`config.mk`:
```
export PLATFORM = sky130hd
export DESIGN_NAME = store_unit_flat
export DESIGN_NICKNAME = d
export VERILOG_FILES = /design/src/rtl/store_unit_if.sv /design/src/rtl/store_unit.sv /design/src/flat_wrapper.sv
export SDC_FILE = /design/constraint.sdc
export NUM_CORES = 1
export LEC_CHECK = 0
export ABC_AREA = 1
export CAP_MARGIN = 20
export CORE_ASPECT_RATIO = 2
export CORE_UTILIZATION = 51
export CTS_CLUSTER_DIAMETER = 30
export DETAILED_ROUTE_END_ITERATION = 10
export GPL_TIMING_DRIVEN = 0
export PLACE_DENSITY_LB_ADDON = 0.2
export SLEW_MARGIN = 20
export SYNTH_ARGS = -nofsm -noshare
export SYNTH_HDL_FRONTEND = slang
export SYNTH_SLANG_ARGS = --single-unit
export TNS_END_PERCENT = 5
```
`constraint.sdc`:
```
create_clock -name clk -period 3.4 [get_ports clk]
set_input_delay 0.68 -clock clk [delete_from_list [all_inputs] [get_ports clk]]
set_output_delay 0.68 -clock clk [all_outputs]
set_load 0.02 [all_outputs]
```
`src/rtl/store_unit_if.sv`:
```
// store_unit_if: store-request and data-memory write bus of the MEM-stage
// store unit.
//   master : store_unit side (accepts st_*, drives mem_* requests, errors)
//   slave  : pipeline / memory side
// Signals:
//   st_valid, st_ready, st_addr[31:0], st_data[31:0], st_size[1:0]
//   mem_req, mem_gnt, mem_addr[31:0], mem_wdata[31:0], mem_be[3:0], mem_done
//   align_err, bus_err, err_addr[31:0]
interface store_unit_if;
  logic        st_valid;
  logic        st_ready;
  logic [31:0] st_addr;
  logic [31:0] st_data;
  logic [1:0]  st_size;
  logic        mem_req;
  logic        mem_gnt;
  logic [31:0] mem_addr;
  logic [31:0] mem_wdata;
  logic [3:0]  mem_be;
  logic        mem_done;
  logic        align_err;
  logic        bus_err;
  logic [31:0] err_addr;

  modport master (
    input  st_valid, st_addr, st_data, st_size, mem_gnt, mem_done,
    output st_ready, mem_req, mem_addr, mem_wdata, mem_be,
           align_err, bus_err, err_addr
  );

  modport slave (
    output st_valid, st_addr, st_data, st_size, mem_gnt, mem_done,
    input  st_ready, mem_req, mem_addr, mem_wdata, mem_be,
           align_err, bus_err, err_addr
  );
endinterface

```
`src/rtl/store_unit.sv`:
```
// store_unit: MIPS32 MEM-stage store path. Packs sb/sh/sw data into byte
// lanes, generates byte enables and issues a word-aligned write over a
// req/gnt/done handshake. Misaligned or reserved-size stores pulse align_err;
// a missing acknowledge after TIMEOUT WAIT_ACK cycles pulses bus_err.
// Ports:
//   clk, rst_n (async, active low)
//   bus (store_unit_if.master): st_* request, mem_* write bus, error flags
// Parameter: TIMEOUT (1..255) WAIT_ACK cycles before bus error.
// Option: define UNALIGNED_SPLIT_EN to make misaligned stores legal; stores
// crossing a word boundary are issued as two bus transactions.
module store_unit #(
  parameter int unsigned TIMEOUT = 255
) (
  input  logic         clk,
  input  logic         rst_n,
  store_unit_if.master bus
);

  localparam logic [7:0] CNT_LAST = 8'(TIMEOUT - 1);

  typedef enum logic [1:0] {
    IDLE, REQ, WAIT_ACK
`ifdef UNALIGNED_SPLIT_EN
    , SPLIT
`endif
  } state_e;

  state_e      state_q, state_d;
  logic        req_q, req_d;
  logic [31:0] addr_q, addr_d;
  logic [31:0] wdata_q, wdata_d;
  logic [3:0]  be_q, be_d;
  logic        aerr_q, aerr_d;
  logic        berr_q, berr_d;
  logic [31:0] eaddr_q, eaddr_d;
  logic [31:0] saddr_q, saddr_d;
  logic [7:0]  cnt_q, cnt_d;

  logic [1:0]  off;
  logic [31:0] pk_wdata;
  logic [3:0]  pk_be;
  logic        pk_bad;
`ifdef UNALIGNED_SPLIT_EN
  logic        split_q, split_d;
  logic [31:0] wd2_q, wd2_d;
  logic [3:0]  be2_q, be2_d;
  logic        pk_split;
  logic [31:0] pk_wdata2;
  logic [3:0]  pk_be2;
`endif

  assign off = bus.st_addr[1:0];

  // Lane packing of the incoming request.
  always_comb begin
    pk_wdata = '0;
    pk_be    = '0;
    pk_bad   = 1'b0;
`ifdef UNALIGNED_SPLIT_EN
    pk_split  = 1'b0;
    pk_wdata2 = '0;
    pk_be2    = '0;
`endif
    case (bus.st_size)
      2'b00: begin
        pk_wdata = {4{bus.st_data[7:0]}};
        pk_be    = 4'b0001 << off;
      end
`ifdef UNALIGNED_SPLIT_EN
      2'b01: begin
        pk_wdata  = {16'h0000, bus.st_data[15:0]} << {off, 3'b000};
        pk_be     = 4'b0011 << off;
        pk_split  = (off == 2'd3);
        pk_wdata2 = {24'h000000, bus.st_data[15:8]};
        pk_be2    = 4'b0001;
      end
      2'b10: begin
        pk_wdata  = bus.st_data << {off, 3'b000};
        pk_be     = 4'b1111 << off;
        pk_split  = (off != 2'd0);
        pk_wdata2 = bus.st_data >> (6'd32 - {1'b0, off, 3'b000});
        pk_be2    = 4'b1111 >> (3'd4 - {1'b0, off});
      end
`else
      2'b01: begin
        pk_wdata = {2{bus.st_data[15:0]}};
        pk_be    = off[1] ? 4'b1100 : 4'b0011;
        pk_bad   = off[0];
      end
      2'b10: begin
        pk_wdata = bus.st_data;
        pk_be    = 4'b1111;
        pk_bad   = (off != 2'd0);
      end
`endif
      default: pk_bad = 1'b1;
    endcase
  end

  always_comb begin
    state_d = state_q;
    req_d   = req_q;
    addr_d  = addr_q;
    wdata_d = wdata_q;
    be_d    = be_q;
    aerr_d  = 1'b0;
    berr_d  = 1'b0;
    eaddr_d = eaddr_q;
    saddr_d = saddr_q;
    cnt_d   = cnt_q;
`ifdef UNALIGNED_SPLIT_EN
    split_d = split_q;
    wd2_d   = wd2_q;
    be2_d   = be2_q;
`endif
    case (state_q)
      IDLE: begin
        if (bus.st_valid) begin
          if (pk_bad) begin
            aerr_d  = 1'b1;
            eaddr_d = bus.st_addr;
          end else begin
            state_d = REQ;
            req_d   = 1'b1;
            addr_d  = {bus.st_addr[31:2], 2'b00};
            wdata_d = pk_wdata;
            be_d    = pk_be;
            saddr_d = bus.st_addr;
`ifdef UNALIGNED_SPLIT_EN
            split_d = pk_split;
            wd2_d   = pk_wdata2;
            be2_d   = pk_be2;
`endif
          end
        end
      end
      // mem_done is deliberately not looked at here.
      REQ: begin
        if (bus.mem_gnt) begin
          state_d = WAIT_ACK;
          req_d   = 1'b0;
          cnt_d   = '0;
        end
      end
      WAIT_ACK: begin
        if (bus.mem_done) begin
          state_d = IDLE;
          cnt_d   = '0;
          be_d    = '0;
`ifdef UNALIGNED_SPLIT_EN
          if (split_q) begin
            state_d = SPLIT;
            split_d = 1'b0;
          end
`endif
        end else if (cnt_q == CNT_LAST) begin
          state_d = IDLE;
          berr_d  = 1'b1;
          eaddr_d = saddr_q;
          cnt_d   = '0;
          be_d    = '0;
`ifdef UNALIGNED_SPLIT_EN
          split_d = 1'b0;
`endif
        end else begin
          cnt_d = cnt_q + 8'd1;
        end
      end
`ifdef UNALIGNED_SPLIT_EN
      // One idle bus cycle, then the upper-word half of the store.
      SPLIT: begin
        state_d = REQ;
        req_d   = 1'b1;
        addr_d  = addr_q + 32'd4;
        wdata_d = wd2_q;
        be_d    = be2_q;
      end
`endif
      default: state_d = IDLE;
    endcase
  end

  always_ff @(posedge clk or negedge rst_n) begin
    if (!rst_n) begin
      state_q <= IDLE;
      req_q   <= 1'b0;
      addr_q  <= '0;
      wdata_q <= '0;
      be_q    <= '0;
      aerr_q  <= 1'b0;
      berr_q  <= 1'b0;
      eaddr_q <= '0;
      saddr_q <= '0;
      cnt_q   <= '0;
`ifdef UNALIGNED_SPLIT_EN
      split_q <= 1'b0;
      wd2_q   <= '0;
      be2_q   <= '0;
`endif
    end else begin
      state_q <= state_d;
      req_q   <= req_d;
      addr_q  <= addr_d;
      wdata_q <= wdata_d;
      be_q    <= be_d;
      aerr_q  <= aerr_d;
      berr_q  <= berr_d;
      eaddr_q <= eaddr_d;
      saddr_q <= saddr_d;
      cnt_q   <= cnt_d;
`ifdef UNALIGNED_SPLIT_EN
      split_q <= split_d;
      wd2_q   <= wd2_d;
      be2_q   <= be2_d;
`endif
    end
  end

  assign bus.st_ready  = (state_q == IDLE);
  assign bus.mem_req   = req_q;
  assign bus.mem_addr  = addr_q;
  assign bus.mem_wdata = wdata_q;
  assign bus.mem_be    = be_q;
  assign bus.align_err = aerr_q;
  assign bus.bus_err   = berr_q;
  assign bus.err_addr  = eaddr_q;

endmodule

```
`src/flat_wrapper.sv`:
```
// flat-port wrapper written by rule: the top's interface ports become plain ports
module store_unit_flat 
#(
  parameter int unsigned TIMEOUT = 255
)
  (clk, rst_n, bus_st_valid, bus_st_addr, bus_st_data, bus_st_size, bus_mem_gnt, bus_mem_done, bus_st_ready, bus_mem_req, bus_mem_addr, bus_mem_wdata, bus_mem_be, bus_align_err, bus_bus_err, bus_err_addr);
  store_unit_if bus_i ();
  input  logic clk;
  input  logic rst_n;
  input wire logic [$bits(bus_i.st_valid)-1:0] bus_st_valid;
  input wire logic [$bits(bus_i.st_addr)-1:0] bus_st_addr;
  input wire logic [$bits(bus_i.st_data)-1:0] bus_st_data;
  input wire logic [$bits(bus_i.st_size)-1:0] bus_st_size;
  input wire logic [$bits(bus_i.mem_gnt)-1:0] bus_mem_gnt;
  input wire logic [$bits(bus_i.mem_done)-1:0] bus_mem_done;
  output wire logic [$bits(bus_i.st_ready)-1:0] bus_st_ready;
  output wire logic [$bits(bus_i.mem_req)-1:0] bus_mem_req;
  output wire logic [$bits(bus_i.mem_addr)-1:0] bus_mem_addr;
  output wire logic [$bits(bus_i.mem_wdata)-1:0] bus_mem_wdata;
  output wire logic [$bits(bus_i.mem_be)-1:0] bus_mem_be;
  output wire logic [$bits(bus_i.align_err)-1:0] bus_align_err;
  output wire logic [$bits(bus_i.bus_err)-1:0] bus_bus_err;
  output wire logic [$bits(bus_i.err_addr)-1:0] bus_err_addr;
  assign bus_i.st_valid = bus_st_valid;
  assign bus_i.st_addr = bus_st_addr;
  assign bus_i.st_data = bus_st_data;
  assign bus_i.st_size = bus_st_size;
  assign bus_i.mem_gnt = bus_mem_gnt;
  assign bus_i.mem_done = bus_mem_done;
  assign bus_st_ready = bus_i.st_ready;
  assign bus_mem_req = bus_i.mem_req;
  assign bus_mem_addr = bus_i.mem_addr;
  assign bus_mem_wdata = bus_i.mem_wdata;
  assign bus_mem_be = bus_i.mem_be;
  assign bus_align_err = bus_i.align_err;
  assign bus_bus_err = bus_i.bus_err;
  assign bus_err_addr = bus_i.err_addr;
  store_unit #(.TIMEOUT(TIMEOUT)) u_core (.clk(clk), .rst_n(rst_n), .bus(bus_i));
endmodule
```
---- After elaboration in Yosys (flattened, before gate mapping) ----
Cells that the tools add are included.
storage, ports and cells
  register bits after elaboration ......... 143
  input bits .............................. 71
  word-level logic and storage cells ...... 71
operators by class
  bitwise operators ....................... 1
  $add $sub $neg .......................... 1
  eq/ne operators ......................... 12
  reductions and logical operators ........ 12
  muxes and demuxes ....................... 34
  shift-type cells ........................ 1
operators by type and width
  operator                                             number
  2-to-1 mux 32 bit                                    4
  case mux 32 bit (3 select lines)                     1
  case mux 32 bit (2 select lines)                     1
  2-to-1 mux 8 bit                                     3
  2-to-1 mux 4 bit                                     5
  case mux 8 bit (2 select lines)                      1
  case mux 4 bit (3 select lines)                      1
  AND reduction 4 bit                                  3
  2-to-1 mux 2 bit                                     5
  2-to-1 mux 1 bit                                     9
  adder 8 x 1 -> 8 bit, second input constant          1
  equality test 8 bit, second input constant           1
  != test 2 bit, second input constant                 4
  case mux 4 bit (2 select lines)                      1
  nonzero test 2 bit                                   4
  case mux 2 bit (3 select lines)                      1
  AND reduction 5 bit                                  1
  equality test 2 x 1 -> 1 bit, second input constant  2
  equality test 2 bit, second input constant           2
  logical NOT 2 bit                                    2
  != test 2 x 1 -> 1 bit, second input constant        2
  left shift 1 x 2 -> 4 bit, first input constant      1
  != test 3 x 2 -> 1 bit, second input constant        1
  case mux 1 bit (3 select lines)                      1
  4 further kinds                                      4

---- Depth between registers and ports, before layout ----
Gate-level depths: netlist of the first run.
  depth in word-level cells ............... 5
  mapped depth ............................ 10
  gate-level depth less buffers ........... 9

---- Worst setup path before layout of the first run ----
OpenSTA, ideal clock, no wires.
  kind .................................... input to register
  from .................................... input port bus_st_addr[1]
  to ...................................... register u_core.wdata_q[2] (netlist: u_core.bus.mem_wdata[2])
  arrival ................................. 1.554 ns
  data required time ...................... 3.335 ns
  slack ................................... 1.781 ns
  cell stages on the path ................. 9
  library setup time ...................... 0.065 ns
  buffers on the path ..................... 2
  cells stage by stage .................... nor2_1 -> nand2_1 -> nand2_1 -> nand2_1 -> nor2_4 -> buf_4 -> buf_4 -> nand3_1 -> nand2_1
on the way
  cells in the longest elaborated chain, start to end .. 4
ends and longest elaborated chain
  item                             RTL line            text
  start, declared                  flat_wrapper.sv:11  input wire logic [$bits(bus_i.st_addr)-1:0] bus_st_addr;
  nonzero test 2 bit               store_unit.sv:93    pk_bad = (off != 2'd0);
  case mux 1 bit (3 select lines)  store_unit.sv:64    case (bus.st_size)
  inverter 1 bit (no line)         n/a
  AND reduction 3 bit (no line)    n/a
  end signal, assigned             store_unit.sv:204   wdata_q <= wdata_d;
  end, declared                    store_unit.sv:31    logic [31:0] wdata_q, wdata_d;
Every way passes these cells.
A chain may end at the register's enable or synchronous reset.

---- Worst setup path in the final report of the first run ----
  from .................................... register u_core.state_q[1]
  to ...................................... output port bus_st_ready
on the way
  cells in the longest elaborated chain, start to end .. 1
ends and longest elaborated chain
  item                    RTL line            text
  start, declared         store_unit.sv:28    state_e state_q, state_d;
  start signal, assigned  store_unit.sv:201   state_q <= state_d;
  logical NOT 2 bit       store_unit.sv:219   assign bus.st_ready = (state_q == IDLE);
  end, declared           flat_wrapper.sv:16  output wire logic [$bits(bus_i.st_ready)-1:0] bus_st_ready;
Every way passes these cells.

==> results of run 1 <==
layout by cell type (no fill, tap or decap), drive strengths merged:
| cell | netlist | layout |
|---|---|---|
| nand2 | 293 | 293 |
| clkdlybuf4s50 | 0 | 171 |
| dfrtp | 113 | 113 |
| nand3 | 69 | 69 |
| o21ai | 68 | 68 |
| buf | 55 | 57 |
| inv | 50 | 50 |
| clkbuf | 10 | 31 |
| nor2 | 25 | 25 |
| clkinv | 1 | 9 |
| a22o | 8 | 8 |
| a21oi | 8 | 8 |
| nand4 | 3 | 3 |
| bufinv | 0 | 3 |
| ha | 2 | 2 |
| conb | 1 | 2 |
| nand3b | 1 | 1 |
| o31ai | 1 | 1 |
worst max path at each step:
| stage | to | startpoint | cells past startpoint |
|---|---|---|---|
| 3_5_place_dp | u_core.bus.mem_be[0] | bus_st_size[0] | 7 |
| 4_1_cts | bus_st_ready | u_core.state_q[1] | 2 |
| 2_1_floorplan | u_core.bus.mem_wdata[2] | bus_st_addr[1] | 9 |
| 5_1_grt | bus_st_ready | u_core.state_q[1] | 2 |
| 6_report | bus_st_ready | u_core.state_q[1] | 2 |
| 3_3_place_gp | u_core.cnt_q[6] | rst_n | 1 |
cells by family after synthesis:
kind of cell	count (synthesis)	synth area share
DFF	113	0.509
adders and majority gates	2	0.00451
other	1	0.000675
buffers and inverters	116	0.113
and+or+nand+nor	391	0.287
AOI/OAI and AO/OA	85	0.0852
cell type report:
class	count	share of cell area
Timing Repair Buffer	173	0.217
Multi-Input combinational cell	480	0.260
Inverter	51	0.0237
Tap cell	137	0.0213
Clock buffer	21	0.0558
Clock inverter	11	0.0171
Sequential cell	113	0.351
Buffer	65	0.0541
power by group through the flow:
stage | logic (mW) | registers [mW] | clock network, mW
finish | 2.92 | 2.16 | 1.78
global route | 3.16 | 2.21 | 1.85
CTS | 2.94 | 2.16 | 1.79
detailed placement | 2.92 | 2.17 | 0
global placement | 2.85 | 2.14 | 0
floorplan | 1.14 | 2.54 | 0
metal layers:
metal  routed length, um  vias to the layer above
li1                    -                     2595
met1                5540                     2569
met2                8890                      242
met3                 942                       60
met4                 690                        0
met5                   0                        -
critical path, cell delays in order, from the launching register on:
cell and delay, ns:
dfrtp_1 0.41, nor2_2 0.22, clkdlybuf4s50_1 0.66
state kept, by name, indices dropped and copies added (netlist names):
register	count
u_core.bus.mem_wdata	32
u_core.bus.err_addr	32
u_core.bus.bus_err	1
u_core.bus.mem_req	1
u_core.bus.align_err	1
u_core.bus.mem_addr	1
u_core.saddr_q	31
u_core.bus.mem_be	4
u_core.state_q	2
u_core.cnt_q	8
stage by stage:
stage / util / area (um^2) / worst slack (ns)
2_1_floorplan: - / 5560 / 1.78
3_3_place_gp: 0.707 / 7450 / -2.59
3_5_place_dp: 0.709 / 7480 / 0.887
4_1_cts: 0.765 / 8070 / 1.02
5_1_grt: 0.765 / 8070 / 0.958
6_report: 0.765 / 8070 / 1.02
==> metrics.txt, run 1 <==
Slew @ Worst Pin=0.645 ns; worst IR drop on VDD=0.530 mV; fmax=419 MHz; PortBufs=172; Vias=5466; Leakage=4.02 nW; arrival time at the worst endpoint=1.70 ns; placer congestion estimate=0.917; grt met3 use=0.0727; sequential element share of the synthesized area=0.509; Comb pwr share=0.425; Clk pin slew, worst setup/hold paths=0.06 ns; share of post-route cells with drive strength above 1=0.113; H-Tree Depth=4; RSZ-0062 raised after global routing=false; Crit. End Element=output pin; Pint=4.38 mW; ys flop type=dfrtp_1; total track usage=0.299; reg-to-reg setup timing slack=1.67 ns; fin cells=1051; post-CTS sizing=0; Worst R2R End=u_core.bus.err_addr[21]; clock power share=0.260; CP Class=reg2out; Distinct cells, synth=26; placed cells=1019; DRT antenna net count=0; fin nets=974; asr flop ratio synth=1.00; Mean Syn Cell Area=7.84 um^2; status=complete, no violations; I/O pin count=175; commonest cells in the netlist=nand2_1 (290), dfrtp_1 (113), nand3_1 (69), o21ai_0 (63), inv_1 (43); die area=11300 um^2; 1st-pass router iterations=5; clock buffer count from CTS=17; clk sink count=113; Slew headroom=0.568; first-pass GRT wire length=25200 um; Post-Route WL=16100 um; Floorplan Core Area=10500 um^2; Die W=75.8 um; Layout fillers=747; global routing's busiest layer=met2; R2R depth=10; max-slew violations=0; largest net degree at the start of global routing=75; count leader, synth=nand2_1; DR iter-0 viols=262; WP data required=2.72 ns; GR Util met2=0.540; clock latency on the worst-skew pair=0.41 ns; Clock Skews=0.0122 ns; fin crit share=0.701; Storage cell area=2830 um^2; Residual DRC=0; grt met1 use=0.295; row cnt=53; grt ovf=0; Area growth, synth to finish=45.3%; CTS Root Cell=clkbuf_16; Cell Area, Synth=5550 um^2; Net Sw Frac=0.361; Initial Util=0.527; number of global-route vias before repair=5508; minimum clock period=2.38 ns; number of synthesis warnings=0; Mapped Cells=708; Worst setup SP type=register; R2R Path Start=u_core.cnt_q[0]; WHS=0.172 ns; initial antenna violation count=0; CTS tree=built; CP max FO=4; sequential cell fraction of total power=0.315; Synth area leaders=dfrtp_1 (51%), nand2_1 (20%), nand3_1 (6.2%); wire per inst=15.3 um; power per cell area=850 nW/um^2; Final Hold Vio Count=0; Sum Neg Setup Slack=0 ns; maximum clock insertion buffer count=2; area share of the largest cell type after synthesis=0.509; Psw=2.48 mW; vias per inst=5.20; total power=6.86 mW; Post-CTS Repair Setup Buffers=0; Post-synth EDFFs=0; register bit total from synthesis=113; worst hold path type=in2async; final setup fails=0; hpwl dp=12000 um; cts-stage hold buffer count=0; Die Y=150 um; footprint of the multi-input gates=2100 um^2; ANT cells=0; cell taking the most area after synthesis=dfrtp_1; max cap viols=0
No activity file was read; power rests on OpenSTA's default activity.
==> run 2, diff against run 1 <==
--- a/config.mk
+++ b/config.mk
@@ -8,7 +8,7 @@
 export ABC_AREA = 1
 export CAP_MARGIN = 20
 export CORE_ASPECT_RATIO = 2
-export CORE_UTILIZATION = 51
+export CORE_UTILIZATION = 47
 export CTS_CLUSTER_DIAMETER = 30
 export DETAILED_ROUTE_END_ITERATION = 10
 export GPL_TIMING_DRIVEN = 0
==> constraint.sdc (replaced) <==
create_clock -name clk -period 2.27 [get_ports clk]
set_input_delay 0.454 -clock clk [delete_from_list [all_inputs] [get_ports clk]]
set_output_delay 0.454 -clock clk [all_outputs]
set_load 0.02 [all_outputs]
==> run 2 against run 1 <==
  * Flip-flop and latch count unchanged
  * Critical path depth unchanged
  * Global-route usage down 2.1 points
==> metrics.txt, run 2 (synthesized netlist as in run 1, its figures left out) <==
status=complete, no violations; fin nets=974; CP peak stage delay=0.65 ns; CP max FO=4; Floorplan Core Area=11400 um^2; Placement Setup Slack=0.0230 ns; placer congestion estimate=0.891; max-slew violations=0; share of post-route cells with drive strength above 1=0.114; placed cells=1024; Slew headroom=0.625; clock buffer count from CTS=17; fin cells=1056; CP Class=reg2out; post-placement cell area=7480 um^2; Area growth, synth to finish=45.0%; final setup fails=0; CP Cell Sequence=nor2_2, clkdlybuf4s50_1; initial antenna violation count=0; maximum clock insertion buffer count=2; vias per inst=5.07; number of global-route vias before repair=5504; CP bufs+invs=1; die area=12300 um^2; slowest stage cell on the critical path=clkdlybuf4s50_1; reg-to-reg setup timing slack=0.50 ns; post-CTS sizing=0; CP delay by family, top=buffers and inverters; total track usage=0.278; Vias=5351; RSZ-0062 raised after global routing=false; hpwl dp=12200 um; Leakage=4.01 nW; arrival time at the worst endpoint=1.65 ns; R2R Path Start=u_core.cnt_q[0]; Final Hold Vio Count=0; grt ovf=0; Post-Route WL=16200 um; WHS=0.000444 ns; Clock Skews=0.00937 ns; fin crit share=0.927; Initial Util=0.486; Worst R2R End=u_core.bus.err_addr[9]; cts-stage hold buffer count=0; commonest non-fill, non-tap cell in the layout=nand2_1; Die W=78.9 um; Layout fillers=963; worst hold path type=in2async; fmax=475 MHz; wire per inst=15.3 um; minimum clock period=2.10 ns; crit path from=u_core.state_q[1]; CTS tree=built; setup slack after layout=0.166 ns; WP data required=1.82 ns; CTS Root Cell=clkbuf_16; ANT cells=0; largest net degree at the start of global routing=61; clk sink count=113; DRT antenna net count=0; I/O pin count=175; Clk pin slew, worst setup/hold paths=0.05 ns; Crit. End Element=output pin; R2R depth=10; DR iter-0 viols=272; Worst setup SP type=register; Residual DRC=0; H-Tree Depth=4; PortBufs=172; power per cell area=1260 nW/um^2; 1st-pass router iterations=5; first-pass GRT wire length=26100 um; most frequent cells in the layout=nand2_1 (290), clkdlybuf4s50_1 (171), dfrtp_1 (113); clock latency on the worst-skew pair=0.41 ns; worst IR drop on VDD=0.782 mV; max cap viols=0; Post-CTS Repair Setup Buffers=0; final instance area=8050 um^2; Slew @ Worst Pin=0.561 ns; Die Y=156 um; row cnt=55
run 2: worst max-delay path by stage:
stage                                           to  slack, ns  depth (start not counted)
after detailed placement  u_core.bus.mem_wdata[20]       0.02                         10
after global routing                  bus_st_ready       0.06                          2
final                                 bus_st_ready       0.17                          2
after floorplan             u_core.bus.err_addr[0]       0.79                         10
after global placement             u_core.cnt_q[7]      -3.44                          1
after CTS                             bus_st_ready       0.14                          2
run 2: per-layer routing:
metal	global-route usage	part of all wire	wire, um
met1	0.276	0.35	5660
met2	0.518	0.55	8930
met3	0.0643	0.055	893
met4	0.155	0.043	689
met5	0	0	0
run 2: layout make-up:
type | count | area [um^2] | share of cell area
Multi-Input combinational cell | 480 | 2100 | 0.261
Sequential cell | 113 | 2830 | 0.351
Timing Repair Buffer | 173 | 1750 | 0.217
Buffer | 65 | 437 | 0.0542
Clock buffer | 23 | 488 | 0.0606
Inverter | 51 | 191 | 0.0238
Tap cell | 142 | 178 | 0.0221
Clock inverter | 9 | 81.3 | 0.0101
run 2: stage by stage:
step | util | total power, mW | setup TNS [ns]
3_5_place_dp | 0.655 | 7.63 | 0
2_1_floorplan | - | 5.51 | 0
3_3_place_gp | 0.653 | 7.49 | -387.75
6_report | 0.705 | 10.1 | 0
4_1_cts | 0.705 | 10.2 | 0
5_1_grt | 0.705 | 10.7 | 0
run 2: power breakdown:
part | total (mW) | switching (mW) | leakage [nW] | internal (mW)
sequential | 3.24 | 0.467 | 1.43 | 2.78
combinational | 4.37 | 2.33 | 2.30 | 2.04
clock | 2.53 | 0.922 | 0.275 | 1.61
